--- config.mk ---
export PLATFORM = sky130hd
export DESIGN_NAME = prog_loader_flat
export DESIGN_NICKNAME = d
export VERILOG_FILES = /design/src/rtl/prog_loader_if.sv /design/src/rtl/prog_loader.sv /design/src/flat_wrapper.sv
export SDC_FILE = /design/constraint.sdc
export NUM_CORES = 1
export LEC_CHECK = 0
export CAP_MARGIN = 25
export CORE_UTILIZATION = 52
export DETAILED_ROUTE_END_ITERATION = 10
export PLACE_DENSITY = 0.84
export SLEW_MARGIN = 30
export SYNTH_ARGS = -nofsm -noshare
export SYNTH_HDL_FRONTEND = slang
export SYNTH_SLANG_ARGS = --single-unit
--- constraint.sdc ---
create_clock -name i_clk -period 3 [get_ports i_clk]
set_input_delay 0.75 -clock i_clk [delete_from_list [all_inputs] [get_ports i_clk]]
set_output_delay 0.75 -clock i_clk [all_outputs]
set_load 0.02 [all_outputs]
--- src/rtl/prog_loader_if.sv ---
// Bus between the UART receiver, the program-memory write port and the CPU
// control inputs, as seen by the program loader.
interface prog_loader_if #(
    parameter int ADDR_WIDTH  = 8,
    parameter int INSTR_WIDTH = 16
);
    logic                   load_start;
    logic [7:0]             rx_data;
    logic                   rx_done;
    logic                   mem_we;
    logic [ADDR_WIDTH-1:0]  mem_addr;
    logic [INSTR_WIDTH-1:0] mem_wdata;
    logic                   cpu_stop;
    logic                   cpu_restart;
    logic                   load_done;
    logic                   load_err;
    logic [ADDR_WIDTH:0]    words_loaded;

    modport slave (
        input  load_start, rx_data, rx_done,
        output mem_we, mem_addr, mem_wdata, cpu_stop, cpu_restart,
               load_done, load_err, words_loaded
    );

    modport master (
        output load_start, rx_data, rx_done,
        input  mem_we, mem_addr, mem_wdata, cpu_stop, cpu_restart,
               load_done, load_err, words_loaded
    );
endinterface

--- src/rtl/prog_loader.sv ---
// Program loader: assembles UART bytes (MSB first) into instruction words, writes
// them to program memory from address 0 and holds/restarts the CPU around the load.
module prog_loader #(
    parameter int                     ADDR_WIDTH  = 8,
    parameter int                     INSTR_WIDTH = 16,
    parameter logic [INSTR_WIDTH-1:0] HALT_WORD   = {INSTR_WIDTH{1'b0}}
) (
    input  logic         i_clk,
    input  logic         i_rst,
    prog_loader_if.slave io_bus
);
    localparam int                    NB        = INSTR_WIDTH / 8;
    localparam int                    CW        = (NB > 1) ? $clog2(NB) : 1;
    localparam logic [CW-1:0]         LAST_BYTE = CW'(NB - 1);
    localparam logic [ADDR_WIDTH-1:0] ADDR_MAX  = {ADDR_WIDTH{1'b1}};

    typedef enum logic [2:0] {
        S_IDLE   = 3'd0,
        S_RECV   = 3'd1,
        S_WRITE  = 3'd2,
        S_FINISH = 3'd3,
        S_ERROR  = 3'd4
    } state_t;

    state_t                 r_state,       w_state_nxt;
    logic [CW-1:0]          r_cnt,         w_cnt_nxt;
    logic [INSTR_WIDTH-1:0] r_word,        w_word_nxt;
    logic [ADDR_WIDTH-1:0]  r_addr,        w_addr_nxt;
    logic                   r_mem_we,      w_mem_we_nxt;
    logic [ADDR_WIDTH-1:0]  r_mem_addr,    w_mem_addr_nxt;
    logic [INSTR_WIDTH-1:0] r_mem_wdata,   w_mem_wdata_nxt;
    logic                   r_cpu_stop,    w_cpu_stop_nxt;
    logic                   r_cpu_restart, w_cpu_restart_nxt;
    logic                   r_load_done,   w_load_done_nxt;
    logic                   r_load_err,    w_load_err_nxt;
    logic [ADDR_WIDTH:0]    r_words,       w_words_nxt;

    // Widened concatenation keeps the shift legal even when a word is a single byte.
    logic [INSTR_WIDTH+7:0] w_ext;
    logic [INSTR_WIDTH-1:0] w_shifted;
    assign w_ext     = {r_word, io_bus.rx_data};
    assign w_shifted = w_ext[INSTR_WIDTH-1:0];

    // Next-state and next-output decode; load_start overrides every state.
    always_comb begin
        w_state_nxt       = r_state;
        w_cnt_nxt         = r_cnt;
        w_word_nxt        = r_word;
        w_addr_nxt        = r_addr;
        w_mem_we_nxt      = 1'b0;
        w_mem_addr_nxt    = r_mem_addr;
        w_mem_wdata_nxt   = r_mem_wdata;
        w_cpu_stop_nxt    = r_cpu_stop;
        w_cpu_restart_nxt = 1'b0;
        w_load_done_nxt   = r_load_done;
        w_load_err_nxt    = r_load_err;
        w_words_nxt       = r_words;

        if (io_bus.load_start) begin
            w_state_nxt     = S_RECV;
            w_cnt_nxt       = {CW{1'b0}};
            w_word_nxt      = {INSTR_WIDTH{1'b0}};
            w_addr_nxt      = {ADDR_WIDTH{1'b0}};
            w_cpu_stop_nxt  = 1'b1;
            w_load_done_nxt = 1'b0;
            w_load_err_nxt  = 1'b0;
            w_words_nxt     = {(ADDR_WIDTH+1){1'b0}};
        end else begin
            case (r_state)
                S_IDLE: begin
                    w_cpu_stop_nxt = 1'b0;
                end
                S_RECV: begin
                    if (io_bus.rx_done) begin
                        w_word_nxt = w_shifted;
                        if (r_cnt == LAST_BYTE) begin
                            w_cnt_nxt       = {CW{1'b0}};
                            w_state_nxt     = S_WRITE;
                            w_mem_we_nxt    = 1'b1;
                            w_mem_addr_nxt  = r_addr;
                            w_mem_wdata_nxt = w_shifted;
                            w_words_nxt     = r_words + (ADDR_WIDTH+1)'(1);
                        end else begin
                            w_cnt_nxt = r_cnt + CW'(1);
                        end
                    end else begin
                        w_cnt_nxt = r_cnt;
                    end
                end
                S_WRITE: begin
                    // Full check precedes the increment so the address never wraps.
                    if (r_word == HALT_WORD) begin
                        w_state_nxt       = S_FINISH;
                        w_cpu_restart_nxt = 1'b1;
                    end else if (r_addr == ADDR_MAX) begin
                        w_state_nxt    = S_ERROR;
                        w_load_err_nxt = 1'b1;
                    end else begin
                        w_state_nxt = S_RECV;
                        w_addr_nxt  = r_addr + ADDR_WIDTH'(1);
                    end
                end
                S_FINISH: begin
                    w_state_nxt     = S_IDLE;
                    w_cpu_stop_nxt  = 1'b0;
                    w_load_done_nxt = 1'b1;
                end
                S_ERROR: begin
                    w_state_nxt = S_ERROR;
                end
                default: begin
                    w_state_nxt    = S_IDLE;
                    w_cpu_stop_nxt = 1'b0;
                end
            endcase
        end
    end

    // State and registered-output update with asynchronous reset.
    always_ff @(posedge i_clk or posedge i_rst) begin
        if (i_rst) begin
            r_state       <= S_IDLE;
            r_cnt         <= {CW{1'b0}};
            r_word        <= {INSTR_WIDTH{1'b0}};
            r_addr        <= {ADDR_WIDTH{1'b0}};
            r_mem_we      <= 1'b0;
            r_mem_addr    <= {ADDR_WIDTH{1'b0}};
            r_mem_wdata   <= {INSTR_WIDTH{1'b0}};
            r_cpu_stop    <= 1'b0;
            r_cpu_restart <= 1'b0;
            r_load_done   <= 1'b0;
            r_load_err    <= 1'b0;
            r_words       <= {(ADDR_WIDTH+1){1'b0}};
        end else begin
            r_state       <= w_state_nxt;
            r_cnt         <= w_cnt_nxt;
            r_word        <= w_word_nxt;
            r_addr        <= w_addr_nxt;
            r_mem_we      <= w_mem_we_nxt;
            r_mem_addr    <= w_mem_addr_nxt;
            r_mem_wdata   <= w_mem_wdata_nxt;
            r_cpu_stop    <= w_cpu_stop_nxt;
            r_cpu_restart <= w_cpu_restart_nxt;
            r_load_done   <= w_load_done_nxt;
            r_load_err    <= w_load_err_nxt;
            r_words       <= w_words_nxt;
        end
    end

    assign io_bus.mem_we       = r_mem_we;
    assign io_bus.mem_addr     = r_mem_addr;
    assign io_bus.mem_wdata    = r_mem_wdata;
    assign io_bus.cpu_stop     = r_cpu_stop;
    assign io_bus.cpu_restart  = r_cpu_restart;
    assign io_bus.load_done    = r_load_done;
    assign io_bus.load_err     = r_load_err;
    assign io_bus.words_loaded = r_words;
endmodule

--- src/flat_wrapper.sv ---
// flat-port wrapper written by rule: the top's interface ports become plain ports
module prog_loader_flat 
#(
    parameter int                     ADDR_WIDTH  = 8,
    parameter int                     INSTR_WIDTH = 16,
    parameter logic [INSTR_WIDTH-1:0] HALT_WORD   = {INSTR_WIDTH{1'b0}}
)
  (i_clk, i_rst, io_bus_load_start, io_bus_rx_data, io_bus_rx_done, io_bus_mem_we, io_bus_mem_addr, io_bus_mem_wdata, io_bus_cpu_stop, io_bus_cpu_restart, io_bus_load_done, io_bus_load_err, io_bus_words_loaded);
  prog_loader_if #(.ADDR_WIDTH(ADDR_WIDTH), .INSTR_WIDTH(INSTR_WIDTH)) io_bus_i ();
  input  logic i_clk;
  input  logic i_rst;
  input wire logic [$bits(io_bus_i.load_start)-1:0] io_bus_load_start;
  input wire logic [$bits(io_bus_i.rx_data)-1:0] io_bus_rx_data;
  input wire logic [$bits(io_bus_i.rx_done)-1:0] io_bus_rx_done;
  output wire logic [$bits(io_bus_i.mem_we)-1:0] io_bus_mem_we;
  output wire logic [$bits(io_bus_i.mem_addr)-1:0] io_bus_mem_addr;
  output wire logic [$bits(io_bus_i.mem_wdata)-1:0] io_bus_mem_wdata;
  output wire logic [$bits(io_bus_i.cpu_stop)-1:0] io_bus_cpu_stop;
  output wire logic [$bits(io_bus_i.cpu_restart)-1:0] io_bus_cpu_restart;
  output wire logic [$bits(io_bus_i.load_done)-1:0] io_bus_load_done;
  output wire logic [$bits(io_bus_i.load_err)-1:0] io_bus_load_err;
  output wire logic [$bits(io_bus_i.words_loaded)-1:0] io_bus_words_loaded;
  assign io_bus_i.load_start = io_bus_load_start;
  assign io_bus_i.rx_data = io_bus_rx_data;
  assign io_bus_i.rx_done = io_bus_rx_done;
  assign io_bus_mem_we = io_bus_i.mem_we;
  assign io_bus_mem_addr = io_bus_i.mem_addr;
  assign io_bus_mem_wdata = io_bus_i.mem_wdata;
  assign io_bus_cpu_stop = io_bus_i.cpu_stop;
  assign io_bus_cpu_restart = io_bus_i.cpu_restart;
  assign io_bus_load_done = io_bus_i.load_done;
  assign io_bus_load_err = io_bus_i.load_err;
  assign io_bus_words_loaded = io_bus_i.words_loaded;
  prog_loader #(.ADDR_WIDTH(ADDR_WIDTH), .INSTR_WIDTH(INSTR_WIDTH), .HALT_WORD(HALT_WORD)) u_core (.i_clk(i_clk), .i_rst(i_rst), .io_bus(io_bus_i));
endmodule
==> flow_metrics.tcl, run 1 <==
set metrics [dict create \
    worstPathArrival_ns 2.58 \
    critical_path.top_delay_family "buffers and inverters" \
    ys_top_cells_by_count "66 x sky130_fd_sc_hd__dfrtp_1, 39 x sky130_fd_sc_hd__nand2_1, 27 x sky130_fd_sc_hd__mux2_2" \
    post_drt_via_cell_ratio 5.642 \
    holdCritPathClass "reg -> reg" \
    launching_instance_or_port_of_the_critical_path "io_bus_rx_done" \
    drive_above_1_share_pct 14.64 \
    io_buffer_count 49 \
    timing.critical_path.buf_inv 2 \
    power_density_nw_per_um2 697.9 \
    antennaDiodeCount 0 \
    timing.final.setup_violations 0 \
    yosys_warnings 0 \
    grt_start_max_net_pins 46 \
    clk_pin_slew_worst_paths_ns 0.07 \
    clkSinkCount 66 \
    post_synth_inst_count 267 \
    yosysTopAreaCell "sky130_fd_sc_hd__dfrtp_1" \
    relSlewSlack_pct 59.21 \
    r2r_start "u_core.r_word[7]" \
    grt_util_all_layers_pct 22.44 \
    synth_cell_type_count 41 \
    worst_skew_pair.late_latency_ns 0.33 \
    finalNetCount 330 \
    worstHoldStart "u_core.io_bus.mem_wdata[14]" \
    post_layout_nonfiller_instances 391 \
    globalRouteOverflowTotal 0 \
    critPathKind "in -> reg" \
    cp_data_required_time_ns 3.22 \
    global_route_wire_length_before_repair_mm 10.15 \
    tritoncts_clock_tree "built" \
    final.min_clock_period_ns 2.367 \
    dpl-instance-area_sq_um 3440 \
    maxCapViolCount 0 \
    floorplan.initialDensity_pct 55.04 \
    synthArstFlopShare_pct 100.0 \
    tightest_slew_ns 0.6101 \
    route.final.wire_length_mm 5.922 \
    fp.dieH_um 76.46 \
    drt-wirelength-per-cell_um 15.15 \
    drtIter0Drc 117 \
    worst_clock_skew_ns 0.007302 \
    synth.ff_latch_count 66 \
    maxSlewViolCount 0 \
    number_of_antenna_violations_at_the_first_check_in_global_routing 0 \
    die_width_um 76.46 \
    hold_buffers 0 \
    syn_area_sq_um 2883 \
    fp.coreArea_sq_um 5238 \
    crit_path_start_kind "primary input" \
    drc_errors 0 \
    fin_area_sq_um 3618 \
    synth_nets 281 \
    critPathMaxFanout 15 \
    rsz0062_at_grt "false" \
    firstDrtPassIters 4 \
    edff_count_synth 0 \
    synth.area.top_cells "sky130_fd_sc_hd__dfrtp_1 57%, sky130_fd_sc_hd__mux2_2 11%, sky130_fd_sc_hd__nand2_1 5.1%" \
    cts.repair.resized 0 \
    place.gp.congestion 0.8049 \
    io_pins 50 \
    post-route-period-util_pct 78.91 \
    synth_seq_area_share_pct 57.29 \
    ctsRootBufferMaster "sky130_fd_sc_hd__clkbuf_8" \
    post-place-cells 375 \
    worstPathCellList "clkdlybuf4s50_1 -> and4bb_2 -> nand2_1 -> or2_2 -> inv_2 -> mux2_2" \
    synth_area_per_cell_sq_um 10.80 \
    critical_path.endpoint_type "register" \
    hold_violations 0 \
    crit_slowest_cell "sky130_fd_sc_hd__clkdlybuf4s50_1" \
    yosysMostFrequentCell "sky130_fd_sc_hd__dfrtp_1" \
    grt_pass1_vias 2167 \
    vias 2206 \
    peakVddDrop_v 0.0004822 \
    route.antenna.remaining_nets 0 \
    cts_made_buffers 9 \
    final_util_pct 69.09 \
    cts.repair_timing.setup_buffer_count 0 \
    cts-root-to-sink-buffers 2 \
    dieArea_sq_um 5845 \
    core.rowCount 26 \
    fin_tns_setup_ns 0 \
    syn_to_final_growth_pct 25.52 \
    synth-main-ff-cell "sky130_fd_sc_hd__dfrtp_1" \
    maxClockFrequency_mhz 422.4 \
    cellLeakagePower_nw 1.564 \
    yosysTopAreaCellShare_pct 57.29 \
    cts_max_level 3 \
    hpwlAfterDp_mm 3.913 \
    outcome "finished clean" \
    hold-worst-slack_ns 0.5069 \
    cp_slowest_stage_delay_ns 0.50 \
]
-- routing by layer --
| layer | track usage [%] | vias to the layer above | share of wire (%) |
|---|---|---|---|
| met1 | 29.05 | 1072 | 44 |
| li1 | - | 1041 | - |
| met5 | 0 | - | 0 |
| met2 | 34.95 | 83 | 48 |
| met3 | 6.707 | 10 | 6.2 |
| met4 | 9.808 | 0 | 1.3 |
-- report_power, final --
| part | switching, mW | total (mW) | internal [mW] |
|---|---|---|---|
| registers | 0.105 | 1.14 | 1.03 |
| clock network | 0.308 | 0.690 | 0.382 |
| logic | 0.357 | 0.700 | 0.342 |
| total | 0.770 | 2.53 | 1.75 |
-- cells by family (layout without fill, tap and decap cells) --
kind of cell    Yosys count  in the layout  synth area share [%]
fa+ha+maj                 2              2                0.8679
flops                    66             66                 57.29
compound gates           41             41                 8.117
xor+xnor                  6              6                 1.823
mux                      28             28                 10.89
simple gates            106            106                 18.40
buf+inv                  18             72                 2.604
-- cell usage in the layout (no fill, tap or decap), types with 4 or more instances in the layout --
cell type and instances:
sky130_fd_sc_hd__dfrtp_1 66, sky130_fd_sc_hd__nor2b_1 6, sky130_fd_sc_hd__nand2b_1 4, sky130_fd_sc_hd__a21oi_1 25, sky130_fd_sc_hd__clkdlybuf4s50_1 49, sky130_fd_sc_hd__a31oi_1 4, sky130_fd_sc_hd__nand4_1 6, sky130_fd_sc_hd__xor2_1 4
sky130_fd_sc_hd__mux2_2 27, sky130_fd_sc_hd__clkbuf_8 9, sky130_fd_sc_hd__o21ai_0 4, sky130_fd_sc_hd__nor2_1 17, sky130_fd_sc_hd__nand3_1 8, sky130_fd_sc_hd__nand2_1 39, sky130_fd_sc_hd__nor4_1 5, sky130_fd_sc_hd__clkbuf_1 4
sky130_fd_sc_hd__nor3_1 4
-- metrics by stage --
stage	setup WS, ns	power (mW)
2_1_floorplan	0.5952	1.536
3_3_place_gp	0.3566	1.830
3_5_place_dp	0.2848	1.847
4_1_cts	0.6374	2.543
5_1_grt	0.5783	2.660
6_report	0.6328	2.525
-- worst paths after layout --
kind                       cells past startpoint                             to  slack, ns
min in group asynchronous                      2  u_core.io_bus.words_loaded[6]       0.79
max reg2reg                                    4               u_core.r_addr[4]       0.98
max in group asynchronous                      3      u_core.io_bus.mem_addr[4]       1.61
min                                            1    u_core.io_bus.mem_wdata[14]       0.51
min reg2reg                                    1    u_core.io_bus.mem_wdata[14]       0.51
max                                            6      u_core.io_bus.mem_addr[4]       0.63
-- area by class of cell --
cell class	instances	area [sq um]
tap	70	87.58
sequential	66	1652
timing repair buffer	53	533.0
fill	421	1619
clock buffer	13	138.9
multi-input combinational	183	1156
inverter	3	11.26
clock inverter	3	40.04
-- sequential cells by signal, summed over array words and instances, names as in the netlist --
| signal | flops |
|---|---|
| u_core.io_bus.words_loaded | 9 |
| u_core.r_cnt | 1 |
| u_core.r_word | 16 |
| u_core.r_addr | 8 |
| u_core.io_bus.mem_wdata | 16 |
| u_core.io_bus.mem_we | 1 |
| u_core.io_bus.mem_addr | 8 |
| u_core.io_bus.load_done | 1 |
| u_core.io_bus.cpu_stop | 1 |
| u_core.io_bus.load_err | 1 |
| u_core.io_bus.cpu_restart | 1 |
| u_core.r_state | 3 |
Note: power is estimated with default switching activity, not from simulation.
==> run 2, diff against run 1 <==
CORE_UTILIZATION = 47   (was 52)
PLACE_DENSITY = 0.8   (was 0.84)
clock period = 2.1 ns   (was 3 ns; I/O delays follow)
==> run 2 against run 1 <==
Count of clock-buffer cells in the layout shrank 1. Largest power group unchanged. Non-clock buffer count up 8. Utilization is 6.1 points lower. Critical path type unchanged. Hold slack got worse by 0.0069 ns. Sequential power up 42%. Clock skew down 0.0020 ns.
==> flow_metrics.tcl, run 2 (synthesized netlist as in run 1, its figures left out) <==
set metrics [dict create \
    outcome "finished clean" \
    relSlewSlack_pct 70.54 \
    fin_tns_setup_ns 0 \
    critical_path.top_delay_family "buffers and inverters" \
    worst_skew_pair.late_latency_ns 0.34 \
    place.gp.congestion 0.7769 \
    syn_to_final_growth_pct 29.30 \
    power_density_nw_per_um2 1008 \
    cts.repair_timing.setup_buffer_count 0 \
    critPathKind "in -> reg" \
    antennaDiodeCount 0 \
    global_route_wire_length_before_repair_mm 10.18 \
    fp.dieH_um 80.32 \
    fp.coreArea_sq_um 5921 \
    final.min_clock_period_ns 1.986 \
    clkSinkCount 66 \
    cts-root-to-sink-buffers 2 \
    final_util_pct 62.95 \
    firstDrtPassIters 4 \
    route.antenna.remaining_nets 0 \
    dieArea_sq_um 6451 \
    core.rowCount 28 \
    worstPathArrival_ns 2.21 \
    final_critical_path_setup_slack_ns 0.1142 \
    drive_above_1_share_pct 17.63 \
    timing.final.setup_violations 0 \
    route.final.wire_length_mm 5.910 \
    hold-worst-slack_ns 0.5000 \
    cts_made_buffers 9 \
    vias 2193 \
    cp_data_required_time_ns 2.32 \
    critical_path.endpoint_type "register" \
    crit_path_start_kind "primary input" \
    hpwlAfterDp_mm 3.945 \
    critPathMaxFanout 15 \
    dpl_worst_slack_ns -0.2391 \
    hold_buffers 0 \
    worstHoldStart "u_core.io_bus.load_done" \
    io_buffer_count 49 \
    tightest_slew_ns 0.4419 \
    clk_pin_slew_worst_paths_ns 0.07 \
    maxCapViolCount 0 \
    rsz0062_at_grt "false" \
    die_width_um 80.32 \
    fin_area_sq_um 3727 \
    post_layout_nonfiller_instances 404 \
    number_of_antenna_violations_at_the_first_check_in_global_routing 0 \
    io_pins 50 \
    globalRouteOverflowTotal 0 \
    layout_commonest_cell "sky130_fd_sc_hd__dfrtp_1" \
    post-place-cells 388 \
    launching_instance_or_port_of_the_critical_path "io_bus_rx_done" \
    cellLeakagePower_nw 1.607 \
    drtIter0Drc 119 \
    r2r_start "u_core.r_state[2]" \
    peakVddDrop_v 0.0006740 \
    maxClockFrequency_mhz 503.6 \
    cts.repair.resized 0 \
    worstPathCellList "clkdlybuf4s50_1 -> and4bb_2 -> nand2_1 -> or2_2 -> inv_2 -> buf_12 -> mux2_2" \
    crit_slowest_cell "sky130_fd_sc_hd__clkdlybuf4s50_1" \
    holdCritPathClass "reg -> reg" \
    tritoncts_clock_tree "built" \
    timing.critical_path.buf_inv 3 \
    finalNetCount 338 \
    post-route-period-util_pct 94.56 \
    floorplan.initialDensity_pct 48.69 \
    ctsRootBufferMaster "sky130_fd_sc_hd__clkbuf_8" \
    nFillCells 494 \
    drc_errors 0 \
    worst_clock_skew_ns 0.005324 \
    post_drt_via_cell_ratio 5.428 \
    drt-wirelength-per-cell_um 14.63 \
    most-common-layout-cells "66 x sky130_fd_sc_hd__dfrtp_1, 49 x sky130_fd_sc_hd__clkdlybuf4s50_1, 39 x sky130_fd_sc_hd__nand2_1, 27 x sky130_fd_sc_hd__mux2_2, 25 x sky130_fd_sc_hd__a21oi_1" \
    dpl-instance-area_sq_um 3522 \
    grt_pass1_vias 2184 \
    grt_start_max_net_pins 67 \
    total_power_mw 3.756 \
    hold_violations 0 \
    cp_slowest_stage_delay_ns 0.48 \
    grt_util_all_layers_pct 21.12 \
    cts_max_level 3 \
    maxSlewViolCount 0 \
]
==> run 2: layer usage <==
| metal | GRT usage (%) | vias to the layer above | part of all wire (%) |
|---|---|---|---|
| met1 | 27.06 | 1072 | 45 |
| met2 | 33.59 | 62 | 49 |
| met3 | 7.727 | 7 | 5.3 |
| li1 | - | 1052 | - |
| met4 | 6.071 | 0 | 1.0 |
| met5 | 0 | - | 0 |
==> run 2: worst min-delay path, stage by stage, from the launching register on <==
cell and delay (ns):
sky130_fd_sc_hd__dfrtp_1 0.35, sky130_fd_sc_hd__a21oi_1 0.04, sky130_fd_sc_hd__nor2_1 0.07
==> run 2: final cells by class <==
type | instances | area [sq um] | share of cell area (%)
sequential | 66 | 1652 | 44.31
multi-input combinational | 183 | 1156 | 31.02
timing repair buffer | 61 | 605.6 | 16.25
clock buffer | 12 | 155.1 | 4.162
tap | 75 | 93.84 | 2.518
clock inverter | 4 | 50.05 | 1.343
inverter | 3 | 15.01 | 0.4028
==> run 2: final timing paths <==
| check | end | slack (ns) | cells after the start |
|---|---|---|---|
| max | u_core.io_bus.mem_wdata[4] | 0.11 | 7 |
| min | u_core.io_bus.load_done | 0.50 | 2 |
| max reg2reg | u_core.r_addr[5] | 0.22 | 4 |
| min reg2reg | u_core.io_bus.load_done | 0.50 | 2 |
| max in group asynchronous | u_core.io_bus.cpu_restart | 1.20 | 3 |
| min in group asynchronous | u_core.io_bus.mem_wdata[5] | 0.61 | 3 |
==> run 2: report_power, final <==
part / switching (mW) / internal, mW / total [mW] / leakage [nW]
Combinational: 0.519 / 0.527 / 1.05 / 0.622
Clock: 0.479 / 0.611 / 1.09 / 0.0986
Sequential: 0.149 / 1.47 / 1.62 / 0.887
Total: 1.15 / 2.61 / 3.76 / 1.61
==> run 3, diff against run 2 <==
CORE_UTILIZATION = 49   (was 47)
CTS_BUF_LIST = sky130_fd_sc_hd__clkbuf_4   (was default)
PLACE_DENSITY = 0.83   (was 0.8)
==> run 3 against run 2 <==
Non-clock buffer count stayed put. Flip-flop and latch count stayed put. Wire length is 2.6% higher. Critical path type is now reg -> out. First-iteration DRC count is 40% higher. Sequential share of layout area is 1.0 points higher. Count of clock-buffer cells in the layout is 1 lower. Clock skew is 0.0027 ns higher. Largest power group unchanged. Via count is 1.3% higher. Cell count is 0.99% lower.
==> flow_metrics.tcl, run 3 (synthesized netlist as in run 1, its figures left out) <==
set metrics [dict create \
    grt_util_all_layers_pct 22.55 \
    globalRouteOverflowTotal 0 \
    worstPathArrival_ns 1.45 \
    clk_pin_slew_worst_paths_ns 0.10 \
    worst_clock_skew_ns 0.008009 \
    cts_max_level 3 \
    worstHoldStart "u_core.io_bus.load_done" \
    cts.repair.resized 0 \
    power_density_nw_per_um2 951.9 \
    ctsRootBufferMaster "sky130_fd_sc_hd__clkbuf_4" \
    dpl-instance-area_sq_um 3518 \
    core.rowCount 27 \
    drtIter0Drc 167 \
    io_pins 50 \
    tightest_slew_ns 0.4562 \
    die_width_um 78.70 \
    nFillCells 461 \
    fp.dieH_um 78.70 \
    worstPathCellList "clkdlybuf4s50_1" \
    holdPathStages 2 \
    relSlewSlack_pct 69.59 \
    drive_above_1_share_pct 17.38 \
    grt_start_max_net_pins 67 \
    place.gp.congestion 0.8291 \
    fp.coreArea_sq_um 5574 \
    peakVddDrop_v 0.0007857 \
    post-route-period-util_pct 94.11 \
    route.antenna.remaining_nets 0 \
    launching_instance_or_port_of_the_critical_path "u_core.io_bus.words_loaded[4]" \
    drc_errors 0 \
    route.final.wire_length_mm 6.063 \
    timing.final.setup_violations 0 \
    firstDrtPassIters 5 \
    critical_path.top_delay_family "buffers and inverters" \
    fin_area_sq_um 3645 \
    cts_made_buffers 9 \
    cellLeakagePower_nw 1.583 \
    reg2reg_to "u_core.io_bus.mem_addr[3]" \
    worst_skew_pair.late_latency_ns 0.41 \
    total_power_mw 3.469 \
    critPathKind "reg -> out" \
    outcome "finished clean" \
    maxSlewViolCount 0 \
    cts.repair_timing.setup_buffer_count 0 \
    crit_path_start_kind "register" \
    io_buffer_count 49 \
    cp_data_required_time_ns 1.57 \
    hold_violations 0 \
    post_drt_via_cell_ratio 5.553 \
    dieArea_sq_um 6194 \
    clkSinkCount 66 \
    layout_commonest_cell "sky130_fd_sc_hd__dfrtp_1" \
    final.min_clock_period_ns 1.976 \
    cp_slowest_stage_delay_ns 0.62 \
    critPathMaxFanout 5 \
    worst-r2r-cell-count 6 \
    floorplan.initialDensity_pct 51.72 \
    r2r_start "u_core.r_state[1]" \
    rsz0062_at_grt "false" \
    syn_to_final_growth_pct 26.43 \
    number_of_antenna_violations_at_the_first_check_in_global_routing 0 \
    crit_slowest_cell "sky130_fd_sc_hd__clkdlybuf4s50_1" \
    hold_buffers 0 \
    most-common-layout-cells "66 x sky130_fd_sc_hd__dfrtp_1, 49 x sky130_fd_sc_hd__clkdlybuf4s50_1, 39 x sky130_fd_sc_hd__nand2_1, 27 x sky130_fd_sc_hd__mux2_2, 25 x sky130_fd_sc_hd__a21oi_1" \
    maxClockFrequency_mhz 506.0 \
    holdCritPathClass "reg -> reg" \
    finalNetCount 338 \
    timing.critical_path.buf_inv 1 \
    tritoncts_clock_tree "built" \
    hpwlAfterDp_mm 3.993 \
    global_route_wire_length_before_repair_mm 10.52 \
    maxCapViolCount 0 \
    vias 2221 \
    r2r_setup_slack_ns 0.21 \
    grt_pass1_vias 2209 \
    critical_path.endpoint_type "output pin" \
    cts-root-to-sink-buffers 2 \
    drt-wirelength-per-cell_um 15.16 \
    holdPathEnd "u_core.io_bus.load_done" \
    antennaDiodeCount 0 \
]
## run 3: final cells by class
type,instances,area (sq um),share of cell area (%)
Sequential cell,66,1652,45.31
Inverter,3,15.01,0.4119
Multi-Input combinational cell,183,1156,31.72
Clock buffer,11,82.58,2.266
Timing Repair Buffer,61,605.6,16.62
Clock inverter,4,43.79,1.202
Tap cell,72,90.09,2.472
## run 3: metal layers
metal | vias to the layer above | share of wire, % | GRT usage [%] | routed length (um)
met4 | 0 | 1.4 | 9.444 | 87
met1 | 1088 | 44 | 29.96 | 2697
met2 | 78 | 48 | 35.04 | 2928
met3 | 7 | 5.8 | 5.977 | 350
li1 | 1048 | - | - | -
met5 | - | 0 | 0 | 0
## run 3: power by group
| part | switching (mW) | internal (mW) | total (mW) |
|---|---|---|---|
| clock | 0.426 | 0.376 | 0.803 |
| sequential | 0.145 | 1.47 | 1.61 |
| combinational | 0.526 | 0.527 | 1.05 |
| total | 1.10 | 2.37 | 3.47 |
## run 3: worst max-delay path by stage
stage                                            end  slack, ns  cells past startpoint
after CTS                     io_bus_words_loaded[0]       0.10                      1
after global routing          io_bus_words_loaded[0]       0.03                      1
final                         io_bus_words_loaded[4]       0.12                      1
after global placement     u_core.io_bus.mem_addr[5]      -0.17                      7
after detailed placement   u_core.io_bus.mem_addr[4]      -0.25                      7
after floorplan           u_core.io_bus.mem_wdata[0]       0.14                      7
## run 3: metrics by stage
stage | util, % | std cells | hold slack [ns] | setup TNS, ns | setup slack (ns)
2_1_floorplan | - | 267 | 0.4850 | 0 | 0.1401
3_5_place_dp | 63.12 | 385 | 0.4935 | -5.141 | -0.2489
3_3_place_gp | 63.12 | 385 | 0.4758 | -3.401 | -0.1750
6_report | 65.39 | 400 | 0.5130 | 0 | 0.1236
4_1_cts | 65.39 | 400 | 0.5147 | 0 | 0.1016
5_1_grt | 65.39 | 400 | 0.5296 | 0 | 0.03317
==> edit: new RTL, flow settings as in run 3 <==
`ADDR_WIDTH` is set to 8 in 3 places; all go to 6.
--- a/src/rtl/prog_loader_if.sv
+++ b/src/rtl/prog_loader_if.sv
@@ -3,3 +3,3 @@
 interface prog_loader_if #(
-    parameter int ADDR_WIDTH  = 8,
+    parameter int ADDR_WIDTH  = 6,
     parameter int INSTR_WIDTH = 16
--- a/src/rtl/prog_loader.sv
+++ b/src/rtl/prog_loader.sv
@@ -3,3 +3,3 @@
 module prog_loader #(
-    parameter int                     ADDR_WIDTH  = 8,
+    parameter int                     ADDR_WIDTH  = 6,
     parameter int                     INSTR_WIDTH = 16,
--- a/src/flat_wrapper.sv
+++ b/src/flat_wrapper.sv
@@ -3,3 +3,3 @@
 #(
-    parameter int                     ADDR_WIDTH  = 8,
+    parameter int                     ADDR_WIDTH  = 6,
     parameter int                     INSTR_WIDTH = 16,
Interface: changed (resized io_bus_mem_addr and io_bus_words_loaded); port bits go from 50 to 46. No check against the original RTL was run, so the function may have changed too.
==> edit against run 3 <==
  * Total power fell by 15%
  * Count of clock-buffer cells in the layout shrank 2
  * Combinational power fell by 25%
  * Sequential cell count fell by 6
  * Critical endpoint is now io_bus_words_loaded[2]
  * Area after synthesis down 11%
  * Worst setup slack got worse by 0.023 ns
  * Final area down 9.4%
  * First-iteration DRC count fell by 9.0%
  * Wire length is 17% lower
  * Critical path type unchanged
  * Die area decreased by 11%
==> edit: results (changes against run 3) <==
- First-pass GRT wire length: 8.57 mm (was 10.5 mm)
- Worst EP arrival: 1.47 ns (was 1.45 ns)
- Post-synthesis sequential area ratio: 58.8% (was 57.3%)
- DP Cell Count: 340 (was 385)
- Nets: 298 (was 338)
- Layout filler cell count: 415 (was 461)
- Initial DRC count: 152 (was 167)
- CP startpoint: u_core.io_bus.words_loaded[2] (was u_core.io_bus.words_loaded[4])
- Hold Slack: 0.472 ns (was 0.513 ns)
- Switching portion of total power: 30.2% (was 31.6%)
- Pre-antenna DRT Iters: 4 (was 5)
- Worst Hold Class: input pin to asynchronous set/reset pin (was flip-flop to flip-flop)
- CP max stage delay: 0.64 ns (was 0.62 ns)
- Synth top area cells: dfrtp_1 59%, mux2_2 11%, nand2_1 5.1% (was dfrtp_1 57%, mux2_2 11%, nand2_1 5.1%)
- Vias per cell: 5.51 (was 5.55)
- Vias in the first global route: 1892 (was 2209)
- Outcome: completed (unchanged)
- Final cell count without fillers: 356 (was 400)
- Lkg Pwr: 0.00143 uW (was 0.00158 uW)
- Max frequency: 0.500 GHz (was 0.506 GHz)
- Placer Congestion: 0.811 (was 0.829)
- GRT Util Overall: 21.0% (was 22.5%)
- Share of cells above drive strength 1: 19.4% (was 17.4%)
- Most frequent cells after synthesis: 60 x dfrtp_1, 35 x nand2_1, 25 x mux2_2, 23 x a21oi_1, 13 x nor2_1 (was 66 x dfrtp_1, 39 x nand2_1, 27 x mux2_2, 25 x a21oi_1, 17 x nor2_1)
- Reg2Reg Depth: 4 (was 6)
- Mean post-synth cell area: 11.2 um2 (was 10.8 um2)
- Fin Clk Skew: 0.0146 ns (was 0.00801 ns)
- PortBufs: 45 (was 49)
- Critical Path Sink: io_bus_words_loaded[2] (was io_bus_words_loaded[4])
- Crit-path max FO: 4 (was 5)
- Pre-CTS WS: -0.0564 ns (was -0.249 ns)
- Worst R2R End: u_core.r_addr[5] (was u_core.io_bus.mem_addr[3])
- Cell variety after synth: 34 (was 41)
- Peak VDD IR: 653 uV (was 786 uV)
edit: cell count changes in the layout (fill, tap and decap cells not counted), sizes merged, moves of 3 or more:
cell / run 3 / this run
xnor2: 2 / 6
clkdlybuf4s50: 49 / 45
nand2: 39 / 35
nand4: 6 / 1
xor2: 4 / 0
nand2b: 4 / 1
dfrtp: 66 / 60
nor2: 17 / 13
edit: worst reg2reg max path: cells and delay by family, from the launching register on:
| kind | cells | cell delay, ns |
|---|---|---|
| mux | 1 | 0.36 |
| flops | 1 | 0.46 |
| compound gates | 1 | 0.24 |
| simple gates | 2 | 0.68 |
edit: routing by layer:
metal  vias up  wire length, um  GRT usage [%]
li1        921                -              -
met1       978             2360           28.3
met2        51             2360           31.8
met3        11              197           4.20
met4         0              104           12.2
met5         -                0              0
edit: power by group through the flow:
stage               logic, uW  clock network, uW  registers [uW]
finish                    786                777            1400
global route              847                844            1420
CTS                       795                811            1400
detailed placement        792                  0            1420
global placement          779                  0            1420
floorplan                 258                  0            1570
edit: logic make-up (layout without fill, tap and decap cells):
kind of cell | count (synthesis) | count (layout) | synth area share (%)
adders and majority gates | 2 | 2 | 0.979
xor gates and xnor gates | 6 | 6 | 2.06
DFF | 60 | 60 | 58.8
muxes | 25 | 25 | 11.0
buffers and inverters | 14 | 74 | 2.20
AOI/OAI and AO/OA | 36 | 36 | 8.37
and+or+nand+nor | 86 | 86 | 16.6
edit: final cells by class:
class | instances | area, um2 | share of cell area, %
clock buffer | 9 | 67.6 | 2.05
clock inverter | 7 | 67.6 | 2.05
inverter | 2 | 7.51 | 0.227
tap | 67 | 83.8 | 2.54
sequential | 60 | 1500 | 45.5
multi-input combinational | 155 | 1000 | 30.4
timing repair buffer | 56 | 571 | 17.3
